$ cat src/rtl/uart_fifo_gen.sv
// uart_fifo_gen: parametrised first-word-fall-through FIFO for the UART
// transmit and receive paths. Register-array storage, synchronous flush,
// threshold flags and sticky overrun/underrun error flags.
module uart_fifo_gen #(
    parameter int WIDTH    = 8,
    parameter int DEPTH    = 16,
    parameter int PTR_W    = 4,
    parameter int CNT_W    = 5,
    parameter int AF_LEVEL = 14,
    parameter int AE_LEVEL = 2
) (
    input  logic             clk,
    input  logic             rst_n,
    input  logic             push,
    input  logic             pop,
    input  logic             flush,
    input  logic             clr_err,
    input  logic [WIDTH-1:0] data_in,
    output logic [WIDTH-1:0] data_out,
    output logic [CNT_W-1:0] count,
    output logic             empty,
    output logic             full,
    output logic             almost_empty,
    output logic             almost_full,
    output logic             overrun,
    output logic             underrun
);

    logic [WIDTH-1:0] mem [DEPTH];
    logic [PTR_W-1:0] top;
    logic [PTR_W-1:0] bottom;
    logic             do_push;
    logic             do_pop;
    logic             push_err;
    logic             pop_err;

    // Accept/reject decisions; a pop frees the slot a same-cycle push needs when full
    always_comb begin
        do_pop   = pop && (count != '0);
        do_push  = push && ((count != CNT_W'(DEPTH)) || do_pop);
        push_err = !flush && push && !do_push;
        pop_err  = !flush && pop && !do_pop;
    end

    // Pointers, occupancy and sticky error flags; a new error outranks clr_err
    always_ff @(posedge clk or negedge rst_n) begin
        if (!rst_n) begin
            top      <= '0;
            bottom   <= '0;
            count    <= '0;
            overrun  <= 1'b0;
            underrun <= 1'b0;
        end else begin
            if (flush) begin
                top    <= '0;
                bottom <= '0;
                count  <= '0;
            end else begin
                if (do_push) top <= top + PTR_W'(1);
                if (do_pop) bottom <= bottom + PTR_W'(1);
                if (do_push && !do_pop) count <= count + CNT_W'(1);
                else if (do_pop && !do_push) count <= count - CNT_W'(1);
            end
            overrun  <= (overrun && !clr_err) || push_err;
            underrun <= (underrun && !clr_err) || pop_err;
        end
    end

    // Storage write; contents are deliberately left unreset
    always_ff @(posedge clk) begin
        if (!flush && do_push) mem[top] <= data_in;
    end

    // Head word and status flags decoded from registered state
    always_comb begin
        data_out     = mem[bottom];
        empty        = (count == '0);
        full         = (count == CNT_W'(DEPTH));
        almost_full  = (count >= CNT_W'(AF_LEVEL));
        almost_empty = (count <= CNT_W'(AE_LEVEL));
    end

endmodule

$ cat config.mk
export PLATFORM = sky130hd
export DESIGN_NAME = uart_fifo_gen
export DESIGN_NICKNAME = d
export VERILOG_FILES = /design/src/rtl/uart_fifo_gen.sv
export SDC_FILE = /design/constraint.sdc
export NUM_CORES = 1
export LEC_CHECK = 0
export CAP_MARGIN = 20
export CORE_ASPECT_RATIO = 1.75
export CORE_MARGIN = 2
export CORE_UTILIZATION = 55
export CTS_BUF_LIST = sky130_fd_sc_hd__clkbuf_8 sky130_fd_sc_hd__clkbuf_16
export DETAILED_ROUTE_END_ITERATION = 10
export PLACE_DENSITY = 0.84
export RECOVER_POWER = 25
export SYNTH_ARGS = -nofsm -noshare
export SYNTH_HDL_FRONTEND = slang
export SYNTH_SLANG_ARGS = --single-unit
$ cat constraint.sdc
create_clock -name clk -period 3.8 [get_ports clk]
set_input_delay 0.57 -clock clk [delete_from_list [all_inputs] [get_ports clk]]
set_output_delay 0.57 -clock clk [all_outputs]
set_load 0.05 [all_outputs]
## Word-level counts from Yosys, hierarchy flattened

Memory sizes are Yosys's and may differ from the RTL's.
Cells that the tools add are included.

- Register bits after elaboration: 15
- Bits in writable memories: 128
- Input bits: 14
- Output and inout bits: 19
- Logic and storage cells: 46
- Memories: 1

- Add/subtract/negate cells: 4
- $lt $le $gt $ge: 2
- Equality and inequality tests: 2
- Muxes and demuxes: 9
- Reductions and logical operators: 23

Memories:

| memory | words | bits a word | rd ports | clocked after Yosys merged registers in | wr ports | RTL line | text |
|---|---|---|---|---|---|---|---|
| mem | 16 | 8 | 1 | 0 | 1 | 29 | `logic [WIDTH-1:0] mem [DEPTH];` |

Operators by type and width:

| cell | count |
|---|---|
| $mux W4 | 4 |
| $mux W5 | 3 |
| $logic_and A1 B1 Y1 | 11 |
| $add A4 B1 Y4 const B | 2 |
| $add A5 B1 Y5 const B | 1 |
| $eq A5 B5 Y1 const B | 1 |
| $ge A5 B4 Y1 const B | 1 |
| $le A5 B2 Y1 const B | 1 |
| $logic_not A5 Y1 | 1 |
| $ne A5 B5 Y1 const B | 1 |
| $reduce_bool A5 Y1 | 1 |
| $sub A5 B1 Y5 const B | 1 |
| $logic_not A1 Y1 | 4 |
| $reduce_bool A2 Y1 | 2 |
| $logic_or A1 B1 Y1 | 3 |
| $reduce_bool A3 Y1 | 1 |
| $mux W1 | 2 |

## Logic depth before layout (Yosys ltp)

Gate-level depths: netlist of the first run.

- Depth in word-level cells: 9
- Mapped depth: 9
- Gate-level depth less buffers: 8

## Worst setup path before layout of the first run

OpenSTA, ideal clock, no wires.

- Path type: reg2out
- From: register count[4]
- To: output port almost_empty
- Arrival: 3.218 ns
- Required time: 3.230 ns
- Path slack: 0.012 ns
- Stages on the path, launching flop included: 3
- Path buffers: 1
- Cells stage by stage: dfrtp_1 clkbuf_1 a2111oi_0

- Longest elaborated chain between the ends: 1

Ends and longest elaborated chain:

| what | RTL line | text |
|---|---|---|
| start: declaration | 20 | `output logic [CNT_W-1:0] count,` |
| start signal: assignment | 61 | `if (do_push && !do_pop) count <= count + CNT_W'(1);` |
| start signal: assignment | 62 | `else if (do_pop && !do_push) count <= count - CNT_W'(1);` |
| $le A5 B2 Y1 | 80 | `almost_empty = (count <= CNT_W'(AE_LEVEL));` |
| end: declaration | 23 | `output logic almost_empty,` |

Every way passes these cells.

## Final worst setup path of the first run

- From: register bottom[0]
- To: output port data_out[3]

- Longest elaborated chain between the ends: 1

Ends and longest elaborated chain:

| what | RTL line | text |
|---|---|---|
| start: declaration | 31 | `logic [PTR_W-1:0] bottom;` |
| start signal: assignment | 60 | `if (do_pop) bottom <= bottom + PTR_W'(1);` |
| $mem_v2 Z16 W8 | -- |  |
| end: declaration | 19 | `output logic [WIDTH-1:0] data_out,` |

Every way passes these cells.

==> out/metrics.yaml, run 1 <==
yosys:
  syn_nets: 352
  syn-mean-instance-area_um2: 17.9
  async_flop_share_pct: 10.5
  synth_warnings: 0
  synthDistinctLibCells: 42
  synth_edf_count: 128
  synth-seq-area-share_pct: 71.7
  synth_cells: 328
  netlist_area_um2: 5880
  synthFlopType: "edfxtp_1"
  synth_seq_cells: 143
global_routing:
  grt_pass1_vias: 3361
  grt_max_degree: 26
  grt_overflow_total: 0
  grt_pass1_wl_mm: 18.8
  antenna_found_initial: 0
  grt_usage_pct: 23.3
sta:
  grt_setup_unrepaired: "false"
  fmax_mhz: 283
  setup_viol_count_final: 0
  worstMarginPinSlew_ns: 0.906
  drv_slew: 0
  fin_crit_ns: 3.54
  whs_ns: 0.519
  maxSlewHeadroom_pct: 39.3
  finalSetupTns_ns: 0
  finalCritPeriodShare_pct: 93.1
  finalClockSkew_ns: 0.00566
  finalHoldViolations: 0
clock_tree:
  clockBufferDepth: 2
  cts_hold_buf: 0
  root_buffer: "clkbuf_16"
  post-cts-setup-buffers: 0
  cts_tree: "built"
  cts_buffers: 17
  insertion_delay_ns: 0.41
  ctsResizeCount: 0
  cts.sink_count: 143
  h-tree-depth: 4
  clkTransAtPathRegs_ns: 0.06
detailed_routing:
  wire_per_inst_um: 23.3
  first_pass_iters: 4
  ant_nets: 0
  drc: 0
  finalWirelength_mm: 12.2
  drt-initial-drc-count: 281
  dr_total_vias: 3179
  viasPerCell: 6.07
pwr:
  leakage_nw: 2.39
  power_mw: 4.90
  powerDensity_nw_per_um2: 695
  vdd_ir_drop_max_uv: 486
floorplanning:
  ios: 33
  core_um2: 10600
  fp.dieArea_um2: 11600
  rows: 50
  initial_core_util_pct: 55.6
  fp.dieW_um: 82.2
  die_h_um: 141
critical_path:
  path_class: "flop to output port"
  critPathRequiredTime_ns: 3.23
  cp_max_fo: 23
  rrSetupSlack_ns: 0.95
  worst_setup_path_start_kind: "flop"
  end_kind: "output port"
  crit_arrival_ns: 2.97
layout:
  num_antenna_cells: 0
  final_cell_mix: "edfxtp_1, mux4_2, nor2_1, clkdlybuf4s50_1"
  layout-area-overhead-vs-synth_pct: 19.8
  fin_nets: 405
  final_common_cell: "edfxtp_1"
  layout-drive-gt1-share_pct: 22.3
placement:
  hpwlAfterDp_mm: 7.78
  portBuffers: 32
  place.gp.congestion: 0.805
run:
  drv_cap: 0
hold_path:
  worst_hold_path_type: "flop to flop"
outcome:
  status: "complete, no violations"
-- routing by layer --
layer / track usage (%) / up-vias / share of wire, %
met2: 40.1 / 128 / 55
met1: 27.5 / 1614 / 36
met3: 5.57 / 21 / 5.3
met5: 0 / - / 0
li1: - / 1416 / -
met4: 9.47 / 0 / 3.0
-- cells in the mapped netlist, drive strengths merged, types with 2 or more instances --
master | count | area [um^2]
a21boi | 2 | 15.0
a21oi | 8 | 40.0
a22oi | 16 | 120
and3 | 2 | 12.5
buf | 7 | 32.5
clkbuf | 9 | 33.8
dfrtp | 15 | 375
edfxtp | 128 | 3840
ha | 9 | 113
inv | 5 | 18.8
mux2i | 2 | 20.0
mux4 | 32 | 721
nand2 | 16 | 60.1
nand2b | 3 | 18.8
nand3 | 4 | 20.0
nand3b | 2 | 15.0
nor2 | 28 | 105
nor2b | 6 | 37.5
nor3 | 4 | 20.0
o211ai | 2 | 15.0
o21ai | 6 | 30.0
xnor2 | 2 | 17.5
xor2 | 5 | 43.8
-- critical path, cell delays in order, from the launching register on --
cell             delay [ns]
dfrtp_2                0.63
buf_12                 0.29
mux4_2                 0.52
a22oi_1                0.32
nand2_1                0.08
clkdlybuf4s50_1        0.70
-- per-stage QoR --
step                worst slack [ns]  instances  util (%)  cell area, um^2
floorplan                     0.0122        328         -             5880
global placement               0.621        492      61.0             6450
detailed placement             0.634        492      61.0             6450
CTS                            0.193        524      66.7             7050
global route                  0.0820        524      66.7             7050
finish                         0.263        524      66.7             7050
-- cell type report --
type,instances,area (um^2)
Clock inverter,15,175
Fill cell,667,3530
Timing Repair Buffer,50,468
Clock buffer,17,425
Sequential cell,143,4220
Inverter,5,18.8
Multi-Input combinational cell,164,1580
Tap cell,130,163
-- state kept, by name (all words and copies together), names as in the netlist --
| name | count |
|---|---|
| count | 5 |
| underrun | 1 |
| mem | 128 |
| overrun | 1 |
| top | 4 |
| bottom | 4 |
-- power by group --
group          internal (mW)  switching (mW)
clock network          0.989           0.662
logic                  0.573           0.802
registers               1.77           0.103
-- worst paths after layout --
check                                           start                    end  cells past startpoint
worst min register to register      overrun$_DFF_PN0_      overrun$_DFF_PN0_                      2
max in group asynchronous                       rst_n  bottom[0]$_DFFE_PN0P_                      1
worst min-delay path                overrun$_DFF_PN0_      overrun$_DFF_PN0_                      2
worst max register to register   count[1]$_DFFE_PN0P_   count[4]$_DFFE_PN0P_                      8
min in group asynchronous                       rst_n     top[2]$_DFFE_PN0P_                      1
worst max-delay path            bottom[0]$_DFFE_PN0P_            data_out[3]                      5
-- kinds of logic (layout without fill, tap and decap cells) --
group / after synthesis / in the layout / synth area share (%)
AND/OR/NAND/NOR: 72 / 72 / 5.85
multiplexers: 35 / 35 / 12.8
adder cells (fa/ha/maj): 10 / 10 / 2.26
XOR/XNOR: 7 / 7 / 1.04
AO/OA/AOI/OAI: 40 / 40 / 4.87
buffers and inverters: 21 / 87 / 1.45
flip-flops: 143 / 143 / 71.7
Power figures use the tool's default switching activity.
==> inputs of run 2 (changes only) <==
--- a/config.mk
+++ b/config.mk
@@ -7,12 +7,13 @@
 export LEC_CHECK = 0
 export CAP_MARGIN = 20
 export CORE_ASPECT_RATIO = 1.75
-export CORE_MARGIN = 2
+export CORE_MARGIN = 4
 export CORE_UTILIZATION = 55
 export CTS_BUF_LIST = sky130_fd_sc_hd__clkbuf_8 sky130_fd_sc_hd__clkbuf_16
 export DETAILED_ROUTE_END_ITERATION = 10
 export PLACE_DENSITY = 0.84
 export RECOVER_POWER = 25
+export SLEW_MARGIN = 20
 export SYNTH_ARGS = -nofsm -noshare
 export SYNTH_HDL_FRONTEND = slang
 export SYNTH_SLANG_ARGS = --single-unit
==> constraint.sdc (replaced) <==
create_clock -name clk -period 3.8 [get_ports clk]
set_input_delay 0.38 -clock clk [delete_from_list [all_inputs] [get_ports clk]]
set_output_delay 0.38 -clock clk [all_outputs]
set_load 0.05 [all_outputs]
==> out/metrics.yaml, run 2 (same netlist as run 1, synthesis figures left out) <==
layout:
  final_common_cell: "edfxtp_1"  # unchanged
  largest_reg_flops: 128  # unchanged
  num_antenna_cells: 0  # unchanged
  fin_nets: 404  # was 405
  final_area_um2: 7020  # was 7050 um^2
  fill_cells: 653  # was 667
  max_flop_register: "mem"  # unchanged
  final_cell_mix: "edfxtp_1, mux4_2, nor2_1, clkdlybuf4s50_1"  # unchanged
  largestRegisters: "mem x128, count x5"  # unchanged
  layout-area-overhead-vs-synth_pct: 19.3  # was 19.8%
  layout-drive-gt1-share_pct: 21.4  # was 22.3%
floorplanning:
  initial_core_util_pct: 56.8  # was 55.6%
  die_h_um: 145  # was 141 um
  fp.dieW_um: 86.2  # was 82.2 um
  rows: 49  # was 50
  fp.dieArea_um2: 12500  # was 11600 um^2
  core_um2: 10400  # was 10600 um^2
  ios: 33  # unchanged
placement:
  hpwlAfterDp_mm: 8.02  # was 7.78 mm
  portBuffers: 32  # unchanged
  dpl_cell_area_um2: 6420  # was 6450 um^2
  place.gp.congestion: 0.834  # was 0.805
  dp_worst_setup_slack_ns: 1.00  # was 0.634 ns
sta:
  grt_setup_unrepaired: "false"  # unchanged
  drv_slew: 0  # unchanged
  finalCritPeriodShare_pct: 83.5  # was 93.1%
  finalHoldViolations: 0  # unchanged
  fin_crit_ns: 3.17  # was 3.54 ns
  maxSlewHeadroom_pct: 40.8  # was 39.3%
  setup_viol_count_final: 0  # unchanged
  final.setup.worst_slack_ns: 0.628  # was 0.263 ns
  fmax_mhz: 315  # was 283 MHz
  finalClockSkew_ns: 0.00647  # was 0.00566 ns
  finalSetupTns_ns: 0  # unchanged
  worstMarginPinSlew_ns: 0.884  # was 0.906 ns
run:
  drv_cap: 0  # unchanged
critical_path:
  crit_arrival_ns: 2.79  # was 2.97 ns
  slowest_stage: "clkdlybuf4s50_1"  # unchanged
  crit_buf_inv: 2  # unchanged
  critPathRequiredTime_ns: 3.42  # was 3.23 ns
  crit_family: "buffers and inverters"  # unchanged
  rrSetupSlack_ns: 1.04  # was 0.95 ns
  cp_max_fo: 19  # was 23
  max_stage_delay_ns: 0.71  # was 0.70 ns
  worst_setup_path_start_kind: "flop"  # unchanged
  critical_path_cell_count: 5  # unchanged
  path_class: "flop to output port"  # unchanged
  r2r_cells: 8  # unchanged
  path_cells: "buf_4 > mux4_2 > a22oi_1 > nand2_1 > clkdlybuf4s50_1"  # was buf_12 > mux4_2 > a22oi_1 > nand2_1 > clkdlybuf4s50_1
  end_kind: "output port"  # unchanged
hold_path:
  worst_hold_path_type: "input pin to asynchronous set/reset pin"  # was flop to flop
global_routing:
  antenna_found_initial: 0  # unchanged
  grt_overflow_total: 0  # unchanged
  grt_pass1_wl_mm: 19.5  # was 18.8 mm
  grt_pass1_vias: 3401  # was 3361
  grt_usage_pct: 22.3  # was 23.3%
  grt_max_degree: 23  # was 26
detailed_routing:
  viasPerCell: 6.25  # was 6.07
  first_pass_iters: 5  # was 4
  finalWirelength_mm: 12.5  # was 12.2 mm
  wire_per_inst_um: 24.0  # was 23.3 um
  drt-initial-drc-count: 300  # was 281
  dr_total_vias: 3248  # was 3179
  drc: 0  # unchanged
  ant_nets: 0  # unchanged
clock_tree:
  insertion_delay_ns: 0.41  # about the same
  clockBufferDepth: 2  # unchanged
  h-tree-depth: 4  # unchanged
  cts_hold_buf: 0  # unchanged
  cts_tree: "built"  # unchanged
  post-cts-setup-buffers: 0  # unchanged
  clkTransAtPathRegs_ns: 0.06  # about the same
  cts.sink_count: 143  # unchanged
  root_buffer: "clkbuf_16"  # unchanged
  ctsResizeCount: 0  # unchanged
  cts_buffers: 17  # unchanged
pwr:
  swShare_pct: 31.0  # was 32.0%
  combPwrFrac_pct: 28.6  # was 28.1%
  switchingPower_mw: 1.51  # was 1.57 mW
  internal_power_mw: 3.36  # was 3.33 mW
  clkPwrFrac_pct: 33.7  # about the same
  leakage_nw: 2.37  # was 2.39 nW
  power_mw: 4.87  # was 4.90 mW
  powerDensity_nw_per_um2: 695  # about the same
  seqPwrFrac_pct: 37.7  # was 38.2%
  vdd_ir_drop_max_uv: 606  # was 486 uV
outcome:
  status: "complete, no violations"  # unchanged
[run 2: worst paths after layout]
kind	to	startpoint
max in group asynchronous	bottom[0]$_DFFE_PN0P_	rst_n
max reg2reg	count[4]$_DFFE_PN0P_	count[1]$_DFFE_PN0P_
min in group clk	overrun$_DFF_PN0_	overrun$_DFF_PN0_
max	data_out[5]	bottom[0]$_DFFE_PN0P_
min	overrun$_DFF_PN0_	rst_n
min reg2reg	overrun$_DFF_PN0_	overrun$_DFF_PN0_
[run 2: power by group through the flow]
stage / Clock (mW) / Sequential [mW] / Combinational (mW)
CTS: 1.66 / 1.84 / 1.41
global route: 1.75 / 1.85 / 1.50
global placement: 0 / 1.87 / 1.36
detailed placement: 0 / 1.87 / 1.40
floorplan: 0 / 1.93 / 0.940
finish: 1.64 / 1.84 / 1.39
[run 2: layout make-up]
class                      instances  area [um^2]  area share [%]
multi-input combinational        164         1580            22.5
inverter                           5         18.8           0.267
clock buffer                      17          425            6.06
clock inverter                    15          169            2.41
tap                              127          159            2.26
sequential                       143         4220            60.1
timing repair buffer              49          448            6.38
[run 2: stage by stage]
step / hold WS [ns] / std cells / utilization [%]
2_1_floorplan: 0.0844 / 328 / -
5_1_grt: 0.500 / 520 / 67.7
6_report: 0.458 / 520 / 67.7
4_1_cts: 0.394 / 520 / 67.7
3_5_place_dp: 0.499 / 488 / 62.0
3_3_place_gp: 0.494 / 488 / 62.0
[run 2: layer usage]
layer / up-vias / GRT usage, % / wire length [um]
met5: - / 0 / 0
met4: 0 / 9.42 / 331
met3: 22 / 5.27 / 682
met2: 156 / 39.9 / 7120
met1: 1660 / 25.2 / 4360
li1: 1410 / - / -
==> inputs of run 3 (changes only) <==
==> constraint.sdc (replaced) <==
create_clock -name clk -period 3.1 [get_ports clk]
set_input_delay 0.31 -clock clk [delete_from_list [all_inputs] [get_ports clk]]
set_output_delay 0.31 -clock clk [all_outputs]
set_load 0.05 [all_outputs]
==> out/metrics.yaml, run 3 (same netlist as run 1, synthesis figures left out) <==
outcome:
  status: "complete, no violations"  # unchanged
detailed_routing:
  drc: 0  # unchanged
  wire_per_inst_um: 24.2  # was 24.0 um
  viasPerCell: 6.10  # was 6.25
  ant_nets: 0  # unchanged
  first_pass_iters: 4  # was 5
  finalWirelength_mm: 12.8  # was 12.5 mm
  drt-initial-drc-count: 310  # was 300
  dr_total_vias: 3221  # was 3248
critical_path:
  slowest_stage: "clkdlybuf4s50_1"  # unchanged
  end_kind: "output port"  # unchanged
  critPathRequiredTime_ns: 2.79  # was 3.42 ns
  cp_max_fo: 8  # was 19
  crit_arrival_ns: 2.68  # was 2.79 ns
  r2r_cells: 9  # was 8
  path_cells: "or4_1 > nor2_1 > clkdlybuf4s50_1"  # was buf_4 > mux4_2 > a22oi_1 > nand2_1 > clkdlybuf4s50_1
  r2r_start: "count[1]$_DFFE_PN0P_"  # unchanged
  crit_start: "count[1]$_DFFE_PN0P_"  # was bottom[0]$_DFFE_PN0P_
  max_stage_delay_ns: 0.84  # was 0.71 ns
  path_class: "flop to output port"  # unchanged
  worst_setup_path_start_kind: "flop"  # unchanged
global_routing:
  grt_max_degree: 33  # was 23
  grt_pass1_vias: 3450  # was 3401
  antenna_found_initial: 0  # unchanged
  grt_overflow_total: 0  # unchanged
  grt_pass1_wl_mm: 20.0  # was 19.5 mm
  grt_usage_pct: 22.5  # was 22.3%
clock_tree:
  post-cts-setup-buffers: 0  # unchanged
  clockBufferDepth: 2  # unchanged
  cts_buffers: 17  # unchanged
  insertion_delay_ns: 0.41  # about the same
  cts_tree: "built"  # unchanged
  h-tree-depth: 4  # unchanged
  root_buffer: "clkbuf_16"  # unchanged
  clkTransAtPathRegs_ns: 0.05  # was 0.06 ns
  cts.sink_count: 143  # unchanged
  cts_hold_buf: 0  # unchanged
layout:
  fin_nets: 412  # was 404
  layout-drive-gt1-share_pct: 23.4  # was 21.4%
  num_antenna_cells: 0  # unchanged
  fill_cells: 647  # was 653
  largestRegisters: "mem x128, count x5"  # unchanged
  largest_reg_flops: 128  # unchanged
  final_common_cell: "edfxtp_1"  # unchanged
  layout-area-overhead-vs-synth_pct: 20.5  # was 19.3%
  max_flop_register: "mem"  # unchanged
  final_cell_mix: "edfxtp_1, mux4_2, nor2_1, buf_4, clkdlybuf4s50_1"  # was edfxtp_1, mux4_2, nor2_1, clkdlybuf4s50_1
floorplanning:
  ios: 33  # unchanged
  fp.dieArea_um2: 12500  # unchanged
  rows: 49  # unchanged
  fp.dieW_um: 86.2  # unchanged
  core_um2: 10400  # unchanged
  die_h_um: 145  # unchanged
  initial_core_util_pct: 56.8  # unchanged
placement:
  hpwlAfterDp_mm: 8.30  # was 8.02 mm
  place.gp.congestion: 0.838  # was 0.834
  portBuffers: 32  # unchanged
sta:
  finalClockSkew_ns: 0.00562  # was 0.00647 ns
  finalSetupTns_ns: 0  # unchanged
  fin_crit_ns: 2.99
  drv_slew: 0  # unchanged
  finalHoldViolations: 0  # unchanged
  maxSlewHeadroom_pct: 36.8  # was 40.8%
  fmax_mhz: 334
  finalCritPeriodShare_pct: 96.6
  grt_setup_unrepaired: "false"  # unchanged
  worstMarginPinSlew_ns: 0.945  # was 0.884 ns
  whs_ns: 0.403  # was 0.458 ns
  setup_viol_count_final: 0  # unchanged
pwr:
  vdd_ir_drop_max_uv: 609  # was 606 uV
  combPwrFrac_pct: 28.9  # was 28.6%
  seqPwrFrac_pct: 38.1  # was 37.7%
  leakage_nw: 2.46  # was 2.37 nW
  switchingPower_mw: 1.82  # was 1.51 mW
  clkPwrFrac_pct: 32.9  # was 33.7%
  powerDensity_nw_per_um2: 839  # was 695 nW/um^2
  internal_power_mw: 4.12  # was 3.36 mW
  swShare_pct: 30.6  # was 31.0%
run:
  drv_cap: 0  # unchanged
hold_path:
  worst_hold_path_type: "input pin to asynchronous set/reset pin"  # unchanged
## run 3: changes by cell type in the layout (fill, tap and decap cells not counted), sizes merged
cell	change
buf	+12
clkdlybuf4s50	-8
dlymetal6s2s	+3
clkinv	+2
clkinvlp	-2
dlygate4sd2	+1
## run 3: path summary, 6_finish.rpt
check | to | slack [ns]
min reg2reg | overrun$_DFF_PN0_ | 0.51
min | overrun$_DFF_PN0_ | 0.40
max in group asynchronous | bottom[0]$_DFFE_PN0P_ | 2.20
max reg2reg | count[4]$_DFFE_PN0P_ | 0.61
min in group clk | underrun$_DFF_PN0_ | 0.50
max | empty | 0.11
## run 3: what timing repair did
action / CTS / global route
resized for setup: 1 / 3
endpoints found under the setup margin: 1 / 3
hold endpoints to repair: 0 / 0
## run 3: layer usage
| layer | vias to the layer above | track usage [%] | share of wire (%) |
|---|---|---|---|
| li1 | 1426 | - | - |
| met1 | 1655 | 25.4 | 35 |
| met2 | 119 | 41.8 | 58 |
| met3 | 21 | 4.65 | 4.7 |
| met4 | 0 | 8.01 | 2.2 |
| met5 | - | 0 | 0 |
## run 3: cell type report
type / instances / area [um^2] / area share, %
Inverter: 5 / 18.8 / 0.265
Multi-Input combinational cell: 164 / 1580 / 22.3
Clock buffer: 17 / 425 / 6.00
Clock inverter: 15 / 154 / 2.17
Timing Repair Buffer: 57 / 529 / 7.47
Sequential cell: 143 / 4220 / 59.6
Tap cell: 127 / 159 / 2.24
## run 3: worst max-delay path, delay by kind of cell, from the launching register on
kind,cells,cell delay [ns]
AND/OR/NAND/NOR,2,0.95
buffers and inverters,1,0.84
flip-flops,1,0.49
## run 3: power by group through the flow
| stage | clock network [mW] | registers (mW) | logic, mW |
|---|---|---|---|
| finish | 1.96 | 2.27 | 1.72 |
| global route | 2.08 | 2.28 | 1.85 |
| CTS | 1.98 | 2.27 | 1.75 |
| detailed placement | 0 | 2.31 | 1.74 |
| global placement | 0 | 2.30 | 1.70 |
| floorplan | 0 | 2.37 | 1.15 |
## run 3: metrics by stage
stage / cell area (um^2) / cells / total power, mW / setup WS, ns / utilization, %
after floorplan: 5880 / 328 / 3.52 / 0.249 / -
after global placement: 6500 / 496 / 4.00 / 0.458 / 62.7
after detailed placement: 6500 / 496 / 4.05 / 0.391 / 62.7
after CTS: 7080 / 528 / 6.00 / 0.0373 / 68.3
after global routing: 7080 / 528 / 6.21 / 0.0416 / 68.4
final: 7080 / 528 / 5.95 / 0.106 / 68.4
